[config.mk]
export PLATFORM = sky130hd
export DESIGN_NAME = lsu_bus_adapter_flat
export DESIGN_NICKNAME = d
export VERILOG_FILES = /design/src/rtl/lsu_bus_adapter_if.sv /design/src/rtl/lsu_bus_adapter.sv /design/src/flat_wrapper.sv
export SDC_FILE = /design/constraint.sdc
export NUM_CORES = 1
export LEC_CHECK = 0
export ABC_CLOCK_PERIOD_IN_PS = 3300
export CAP_MARGIN = 20
export CORE_MARGIN = 2
export CORE_UTILIZATION = 50
export DETAILED_ROUTE_END_ITERATION = 10
export PLACE_DENSITY = 0.91
export SLEW_MARGIN = 40
export SYNTH_ARGS = -nofsm -noshare
export SYNTH_HDL_FRONTEND = slang
export SYNTH_SLANG_ARGS = --single-unit
[constraint.sdc]
create_clock -name clk -period 3.3 [get_ports clk]
set_clock_uncertainty 0.15 [all_clocks]
set_input_delay 0.33 -clock clk [delete_from_list [all_inputs] [get_ports clk]]
set_output_delay 0.33 -clock clk [all_outputs]
set_load 0.01 [all_outputs]
[src/rtl/lsu_bus_adapter_if.sv]
// Core-request / memory-bus bundle for the LSU bus adapter.
// The master modport is the adapter's view; slave is the core+memory side.
interface lsu_bus_adapter_if #(parameter int XLEN = 32);
  logic            req_valid, req_ready, req_write, req_zext;
  logic [1:0]      req_size;
  logic [XLEN-1:0] req_addr, req_wdata;
  logic            rsp_valid, rsp_fault;
  logic [XLEN-1:0] rsp_rdata;
  logic            mem_req, mem_gnt, mem_we, mem_rvalid;
  logic [XLEN/8-1:0] mem_be;
  logic [XLEN-1:0] mem_addr, mem_wdata, mem_rdata;

  modport master (
    input  req_valid, req_write, req_size, req_zext, req_addr, req_wdata,
           mem_gnt, mem_rvalid, mem_rdata,
    output req_ready, rsp_valid, rsp_rdata, rsp_fault,
           mem_req, mem_we, mem_be, mem_addr, mem_wdata
  );

  modport slave (
    output req_valid, req_write, req_size, req_zext, req_addr, req_wdata,
           mem_gnt, mem_rvalid, mem_rdata,
    input  req_ready, rsp_valid, rsp_rdata, rsp_fault,
           mem_req, mem_we, mem_be, mem_addr, mem_wdata
  );
endinterface

[src/rtl/lsu_bus_adapter.sv]
// Single-outstanding load/store adapter: aligns core accesses onto a
// bus-word-wide memory port, extends load data, and faults on misalignment/timeout.
module lsu_bus_adapter #(
  parameter int XLEN           = 32,
  parameter int TIMEOUT_CYCLES = 16
) (
  input logic               clk,
  input logic               rst_n,
  lsu_bus_adapter_if.master bus
);
  localparam int NUM_LANES = XLEN / 8;
  localparam int OFFW      = $clog2(NUM_LANES);
  localparam int CW        = $clog2(TIMEOUT_CYCLES + 1);

  typedef enum logic [1:0] {IDLE, REQ, WAIT, RESP} state_t;

  typedef struct packed {
    logic            write;
    logic [1:0]      size;
    logic            zext;
    logic [OFFW-1:0] off;
  } req_t;

  state_t  state;
  req_t    req_q;
  logic [CW-1:0] cnt;

  logic [OFFW-1:0] off_in;
  logic [3:0]      nbytes;
  logic            misaligned;
  logic            timeout;
  logic [NUM_LANES-1:0]      be_n;
  logic [NUM_LANES-1:0][7:0] wbytes;
  logic [XLEN-1:0] lane_data, load_data;

  assign off_in  = bus.req_addr[OFFW-1:0];
  assign timeout = (cnt == CW'(TIMEOUT_CYCLES - 1));

  always_comb begin
    nbytes = 4'd8;
    case (bus.req_size)
      2'b00:   nbytes = 4'd1;
      2'b01:   nbytes = 4'd2;
      2'b11:   nbytes = 4'd4;
      default: nbytes = 4'd8;
    endcase
  end

  always_comb begin
    misaligned = 1'b0;
    case (bus.req_size)
      2'b00:   misaligned = 1'b0;
      2'b01:   misaligned = bus.req_addr[0];
      2'b11:   misaligned = |bus.req_addr[1:0];
      default: misaligned = (XLEN == 32) || (|bus.req_addr[2:0]);
    endcase
  end

  // Each bus lane picks its source byte relative to the access offset.
  for (genvar i = 0; i < NUM_LANES; i++) begin : g_lane
    logic [OFFW-1:0] rel;
    assign rel       = OFFW'(i) - off_in;
    assign be_n[i]   = (OFFW'(i) >= off_in) && (4'(rel) < nbytes);
    assign wbytes[i] = be_n[i] ? bus.req_wdata[{rel, 3'b000} +: 8] : 8'h00;
  end

  assign lane_data = bus.mem_rdata >> {req_q.off, 3'b000};

  always_comb begin
    load_data = lane_data;
    case (req_q.size)
      2'b00:   load_data = req_q.zext ? XLEN'(lane_data[7:0])  : XLEN'($signed(lane_data[7:0]));
      2'b01:   load_data = req_q.zext ? XLEN'(lane_data[15:0]) : XLEN'($signed(lane_data[15:0]));
      2'b11:   load_data = req_q.zext ? XLEN'(lane_data[31:0]) : XLEN'($signed(lane_data[31:0]));
      default: load_data = lane_data;
    endcase
  end

  always_ff @(posedge clk or negedge rst_n) begin
    if (!rst_n) begin
      state         <= IDLE;
      req_q         <= '0;
      cnt           <= '0;
      bus.req_ready <= 1'b1;
      bus.rsp_valid <= 1'b0;
      bus.rsp_fault <= 1'b0;
      bus.rsp_rdata <= '0;
      bus.mem_req   <= 1'b0;
      bus.mem_we    <= 1'b0;
      bus.mem_be    <= '0;
      bus.mem_addr  <= '0;
      bus.mem_wdata <= '0;
    end else begin
      bus.rsp_valid <= 1'b0;
      case (state)
        IDLE: if (bus.req_valid) begin
          req_q         <= '{bus.req_write, bus.req_size, bus.req_zext, off_in};
          cnt           <= '0;
          bus.req_ready <= 1'b0;
          if (misaligned) begin
            state         <= RESP;
            bus.rsp_valid <= 1'b1;
            bus.rsp_fault <= 1'b1;
            bus.rsp_rdata <= '0;
          end else begin
            state         <= REQ;
            bus.mem_req   <= 1'b1;
            bus.mem_we    <= bus.req_write;
            bus.mem_be    <= be_n;
            bus.mem_addr  <= {bus.req_addr[XLEN-1:OFFW], {OFFW{1'b0}}};
            bus.mem_wdata <= wbytes;
          end
        end
        REQ: begin
          cnt <= cnt + 1'b1;
          // Timeout beats a grant arriving on the same edge.
          if (timeout) begin
            state         <= RESP;
            bus.mem_req   <= 1'b0;
            bus.rsp_valid <= 1'b1;
            bus.rsp_fault <= 1'b1;
            bus.rsp_rdata <= '0;
          end else if (bus.mem_gnt) begin
            state       <= WAIT;
            bus.mem_req <= 1'b0;
          end
        end
        WAIT: begin
          cnt <= cnt + 1'b1;
          // Data arriving on the timeout cycle still completes normally.
          if (bus.mem_rvalid) begin
            state         <= RESP;
            bus.rsp_valid <= 1'b1;
            bus.rsp_fault <= 1'b0;
            bus.rsp_rdata <= req_q.write ? '0 : load_data;
          end else if (timeout) begin
            state         <= RESP;
            bus.rsp_valid <= 1'b1;
            bus.rsp_fault <= 1'b1;
            bus.rsp_rdata <= '0;
          end
        end
        default: begin
          state         <= IDLE;
          bus.req_ready <= 1'b1;
          bus.rsp_fault <= 1'b0;
          bus.rsp_rdata <= '0;
        end
      endcase
    end
  end
endmodule

[src/flat_wrapper.sv]
// flat-port wrapper written by rule: the top's interface ports become plain ports
module lsu_bus_adapter_flat 
#(
  parameter int XLEN           = 32,
  parameter int TIMEOUT_CYCLES = 16
)
  (clk, rst_n, bus_req_valid, bus_req_write, bus_req_size, bus_req_zext, bus_req_addr, bus_req_wdata, bus_mem_gnt, bus_mem_rvalid, bus_mem_rdata, bus_req_ready, bus_rsp_valid, bus_rsp_rdata, bus_rsp_fault, bus_mem_req, bus_mem_we, bus_mem_be, bus_mem_addr, bus_mem_wdata);
  lsu_bus_adapter_if #(.XLEN(XLEN)) bus_i ();
  input logic clk;
  input logic rst_n;
  input wire logic [$bits(bus_i.req_valid)-1:0] bus_req_valid;
  input wire logic [$bits(bus_i.req_write)-1:0] bus_req_write;
  input wire logic [$bits(bus_i.req_size)-1:0] bus_req_size;
  input wire logic [$bits(bus_i.req_zext)-1:0] bus_req_zext;
  input wire logic [$bits(bus_i.req_addr)-1:0] bus_req_addr;
  input wire logic [$bits(bus_i.req_wdata)-1:0] bus_req_wdata;
  input wire logic [$bits(bus_i.mem_gnt)-1:0] bus_mem_gnt;
  input wire logic [$bits(bus_i.mem_rvalid)-1:0] bus_mem_rvalid;
  input wire logic [$bits(bus_i.mem_rdata)-1:0] bus_mem_rdata;
  output wire logic [$bits(bus_i.req_ready)-1:0] bus_req_ready;
  output wire logic [$bits(bus_i.rsp_valid)-1:0] bus_rsp_valid;
  output wire logic [$bits(bus_i.rsp_rdata)-1:0] bus_rsp_rdata;
  output wire logic [$bits(bus_i.rsp_fault)-1:0] bus_rsp_fault;
  output wire logic [$bits(bus_i.mem_req)-1:0] bus_mem_req;
  output wire logic [$bits(bus_i.mem_we)-1:0] bus_mem_we;
  output wire logic [$bits(bus_i.mem_be)-1:0] bus_mem_be;
  output wire logic [$bits(bus_i.mem_addr)-1:0] bus_mem_addr;
  output wire logic [$bits(bus_i.mem_wdata)-1:0] bus_mem_wdata;
  assign bus_i.req_valid = bus_req_valid;
  assign bus_i.req_write = bus_req_write;
  assign bus_i.req_size = bus_req_size;
  assign bus_i.req_zext = bus_req_zext;
  assign bus_i.req_addr = bus_req_addr;
  assign bus_i.req_wdata = bus_req_wdata;
  assign bus_i.mem_gnt = bus_mem_gnt;
  assign bus_i.mem_rvalid = bus_mem_rvalid;
  assign bus_i.mem_rdata = bus_mem_rdata;
  assign bus_req_ready = bus_i.req_ready;
  assign bus_rsp_valid = bus_i.rsp_valid;
  assign bus_rsp_rdata = bus_i.rsp_rdata;
  assign bus_rsp_fault = bus_i.rsp_fault;
  assign bus_mem_req = bus_i.mem_req;
  assign bus_mem_we = bus_i.mem_we;
  assign bus_mem_be = bus_i.mem_be;
  assign bus_mem_addr = bus_i.mem_addr;
  assign bus_mem_wdata = bus_i.mem_wdata;
  lsu_bus_adapter #(.XLEN(XLEN), .TIMEOUT_CYCLES(TIMEOUT_CYCLES)) u_core (.clk(clk), .rst_n(rst_n), .bus(bus_i));
endmodule
Word-level counts from Yosys, hierarchy flattened:

Index checks and enable logic that the tools add are counted.

* bits in registers: 116
* bits of input ports: 105
* output and inout port bits: 105
* word-level logic and storage cells: 105

* add/sub/neg operators: 5
* $lt $le $gt $ge: 8
* eq/ne operators: 11
* shifts and indexed selects: 5
* mux-type cells: 41
* bitwise gates (word level): 2
* reduce and logical (&&, ||, !) cells: 18

Operator list (number)
* two-way mux 32 bit: 7
* indexed part select 32 x 6 -> 8 bit: 4
* one-hot mux 32 bit (3 select lines): 1
* one-hot mux 32 bit (2 select lines): 1
* two-way mux 8 bit: 4
* right shift 32 x 5 -> 32 bit: 1
* < comparator 2 x 4 -> 1 bit: 4
* two-way mux 1 bit: 13
* two-way mux 2 bit: 6
* one-hot mux 4 bit (3 select lines): 1
* one-hot mux 5 bit (2 select lines): 1
* one-hot mux 1 bit (3 select lines): 3
* AND reduction 2 bit: 4
* equality test 2 x 1 -> 1 bit (second input constant): 3
* zero test 2 bit: 3
* inequality test 3 x 2 -> 1 bit (second input constant): 2
* one-hot mux 2 bit (3 select lines): 1
* AND reduction 3 bit: 2
* adder 5 x 1 -> 5 bit (second input constant): 1
* equality test 5 x 4 -> 1 bit (second input constant): 1
* two-way mux 5 bit: 1
* equality test 2 bit (second input constant): 2
* >= comparator 1 x 2 -> 1 bit (first input constant): 2
* >= comparator 2 bit (first input constant): 2
* 10 further kinds: 20

Depth between registers and ports, before layout:

* depth in word-level cells: 6
* mapped depth: 12
* mapped depth without buffers: 8

Least setup slack after synthesis:

OpenSTA, ideal clock, no wires.

* path kind: input-to-reg
* start: in bus_req_addr[1]
* end: reg u_core.bus.mem_be[2] in the netlist's numbering
* library setup time: 66 ps
* arrival time: 3014 ps
* slack: 70 ps
* stages on the path: 12
* buffers on the path: 4
* cell sequence: clkbuf_1 > clkinv_1 > clkbuf_1 > ha_1 > clkbuf_1 > clkinv_1 > clkbuf_1 > ha_1 > o21ai_0 > a21oi_1 > nor2_1 > mux2_2

* word-level cells in the longest chain between the ends: 4

Ends and longest elaborated chain
* start, declared: line flat_wrapper.sv:15 `input wire logic [$bits(bus_i.req_addr)-1:0] bus_req_addr;`
* parallel branches: the longest is 4 deep, another holds < comparator 2 x 4 -> 1 bit
* end signal, assigned: line lsu_bus_adapter.sv:109 `bus.mem_be <= be_n;`
* end, declared: line lsu_bus_adapter_if.sv:17 `mem_req, mem_we, mem_be, mem_addr, mem_wdata`

Parallel ways; which one is timed is not known.
A chain may end at the register's enable or synchronous reset.

Worst setup path after layout:

* start: reg u_core.state[0]
* end: reg u_core.bus.mem_wdata[25] in the netlist's numbering

* word-level cells in the longest chain between the ends: 2

Ends and longest elaborated chain
* start, declared: line lsu_bus_adapter.sv:24 `state_t state;`
* start signal, assigned: line lsu_bus_adapter.sv:81 `state <= IDLE;`
* start signal, assigned: line lsu_bus_adapter.sv:101 `state <= RESP;`
* start signal, assigned: line lsu_bus_adapter.sv:106 `state <= REQ;`
* zero test 2 bit: line lsu_bus_adapter.sv:95 `case (state)`
* AND reduction 3 bit (no source line)
* end signal, assigned: line lsu_bus_adapter.sv:111 `bus.mem_wdata <= wbytes;`
* end, declared: line lsu_bus_adapter_if.sv:17

Every way passes these cells.

==> impl_metrics.py <==
metrics = {
    "critical_path": {
        "arrival_ps": 2830,
        "crit_path_start_kind": "flip-flop",
        "crit_type": "flip-flop to flip-flop",
        "path_delay_family": "compound AO/OA/AOI/OAI gates",
        "cpMaxStageDelayCell": "a21oi_4",
        "worstPathMaxFanout": 19,
        "required_ps": 3470,
        "r2r_slack_ps": 640,
        "crit_buf_inv": 1,
        "path_cells": "inv_1 > ha_1 > nand2_2 > a21oi_4 > o21ai_1 > o21ai_0",
        "crit_path_max_incr_delay_ps": 540,
        "cp-end-kind": "flip-flop",
    },
    "placed_design": {
        "pre_cts_ws_ps": 486,
        "dp.cells": 947,
        "hpwl_um": 12700,
        "gp_congestion": 0.924,
        "placed_area_mm2": 0.00823,
        "portBuffers": 207,
    },
    "drt": {
        "first_pass_iters": 8,
        "drt_iter0_drc": 454,
        "wire_per_inst_um": 18.3,
        "drc": 0,
        "antenna_left": 0,
        "dr_total_vias": 5543,
        "wl_um": 17900,
        "via_per_inst": 5.65,
    },
    "floorplan": {
        "die_width_um": 114,
        "io_pins": 210,
        "die-area_mm2": 0.0131,
        "rows": 40,
        "die_h_um": 114,
        "start_util": 0.508,
        "core_area_mm2": 0.0120,
    },
    "worst_hold_path": {
        "hold_path.class": "input port to flip-flop",
    },
    "yosys": {
        "ys_seq_elements": 116,
        "netlist_area_mm2": 0.00608,
        "synth_edf_count": 0,
        "yosysSeqAreaShare": 0.478,
        "yosysUniqueCellTypes": 51,
        "synthArstFlopShare": 1.00,
        "avgSynthCellArea_um2": 9.74,
        "yosysWarningCount": 0,
        "synth.most_common_cell": "nand2_1",
        "synth_top_area_frac": 0.473,
        "ys.flop_type": "dfrtp_1",
        "synth_area_leaders": "dfrtp_1, nand2_1, mux2_2",
        "synth_common_cells": "nand2_1, dfrtp_1, nor2_1",
        "netlist_instances": 624,
        "synth_top_area_cell": "dfrtp_1",
    },
    "cts": {
        "hold_buffers": 1,
        "cts.path.max_buffers": 2,
        "clkSinkCount": 116,
        "clk_latency_ps": 420,
        "cts_tree": "yes",
        "cts_resized": 0,
        "path_clk_slew_ps": 50,
        "root_buffer": "clkbuf_16",
        "h-tree-depth": 4,
        "cts_setup_buffers": 0,
        "cts_buffers": 17,
    },
    "pwr": {
        "finalPower_w": 0.00727,
        "p_per_area_mw_per_mm2": 822,
        "ir_drop_mv": 0.558,
        "leakage_nw": 3.91,
    },
    "global_route": {
        "grt_overflow_total": 0,
        "grt_max_degree": 77,
        "grt_pass1_wl_um": 28000,
        "antenna_found_initial": 0,
        "first_global_vias": 5505,
        "grt_usage": 0.277,
    },
    "sta": {
        "final-setup-viol-count": 0,
        "max_slew_margin": 0.525,
        "maxSlewViolCount": 0,
        "final-hold-violation-count": 0,
        "min_period_over_period": 0.805,
        "setup_tns_ps": 0,
        "fin_crit_ps": 2660,
        "fmax_mhz": 376,
        "worst_pin_slew_ps": 712,
        "setup_slack_ps": 643,
        "rsz0062_at_grt": "no",
    },
    "finish": {
        "diodes": 0,
        "design_area_mm2": 0.00884,
        "drive_gt1_frac": 0.118,
        "fillers": 813,
        "fin_cells": 981,
        "finalNetCount": 940,
        "syn_to_final_growth_pct": 45.4,
    },
    "flow_run": {
        "maxCapViolations": 0,
    },
    "run_status": {
        "status": "finished, final reports clean",
    },
}
[layout by cell type, fill, tap and decap left out, types with 4 or more instances in the layout]
cell type	synthesis	final
clkbuf_1	14	4
buf_4	3	11
inv_1	6	6
nand2b_1	11	11
ha_1	13	13
clkbuf_16	0	17
clkbuf_8	0	7
nand2_1	124	124
a22o_1	18	18
o2bb2ai_1	15	15
clkdlybuf4s50_1	0	205
nor2_1	59	59
mux2i_1	23	23
a21oi_1	39	39
o21ai_0	39	39
a221o_1	16	16
nor3_1	16	16
mux2_2	37	37
nand3_1	4	4
nand3b_1	8	8
dfrtp_1	115	115
[sequential cells by signal, indices dropped and copies added, names as in the netlist, 2 cells and up]
name / count
u_core.bus.mem_be: 4
u_core.bus.mem_addr: 30
u_core.cnt: 5
u_core.state: 2
u_core.bus.mem_wdata: 32
u_core.req_q: 6
u_core.bus.rsp_rdata: 32
[cell families (layout without fill, tap and decap cells)]
kind of cell | after synthesis | in the layout | synth area share
and+or+nand+nor | 236 | 236 | 0.173
other | 1 | 2 | 0.000617
buffers and inverters | 52 | 261 | 0.0422
muxes | 62 | 62 | 0.113
AOI/OAI and AO/OA | 144 | 144 | 0.168
DFF | 116 | 116 | 0.478
adders and majority gates | 13 | 13 | 0.0267
[final cells by class]
cell class | count | area (µm²) | area share
multi-input cells | 457 | 2950 | 0.333
clock inverters | 3 | 40.0 | 0.00453
inverters | 9 | 33.8 | 0.00382
repair buffers | 221 | 2200 | 0.248
well taps | 147 | 184 | 0.0208
flip-flops and latches | 116 | 2900 | 0.328
clock buffers | 28 | 537 | 0.0607
[per-stage QoR]
stage	hold slack, ps	utilization
6_report	199	0.739
5_1_grt	195	0.739
4_1_cts	189	0.737
3_5_place_dp	262	0.688
3_3_place_gp	307	0.687
2_1_floorplan	-116	-
[per-layer routing]
metal  up-vias  wire length, µm  track usage
met4         0              554        0.124
met1      2664             7220        0.338
li1       2594                -            -
met5         -                0            0
met2       240             8980        0.451
met3        45             1180       0.0900
[worst reg2reg max path, cell delays in order (launching register included)]
cell,delay (ps)
dfrtp_1,410
inv_1,100
ha_1,390
nand2_2,250
a21oi_4,540
o21ai_1,430
o21ai_0,300
[worst paths after layout]
path	start	endpoint	cells after the start
worst max-delay path	u_core.state[0]	u_core.bus.mem_wdata[25]	6
worst min-delay path	bus_req_addr[0]	u_core.req_q[0]	3
worst max register to register	u_core.state[0]	u_core.bus.mem_wdata[25]	6
worst min register to register	u_core.bus.mem_addr[13]	u_core.bus.mem_addr[13]	2
max in group asynchronous	rst_n	u_core.req_q[1]	3
min in group asynchronous	rst_n	u_core.bus.mem_wdata[22]	2
[power breakdown]
group	internal (W)	switching (W)
clock	0.00117	0.000618
sequential	0.00197	0.000386
combinational	0.00160	0.00153
total	0.00473	0.00254
(Power assumes the default switching activity.)
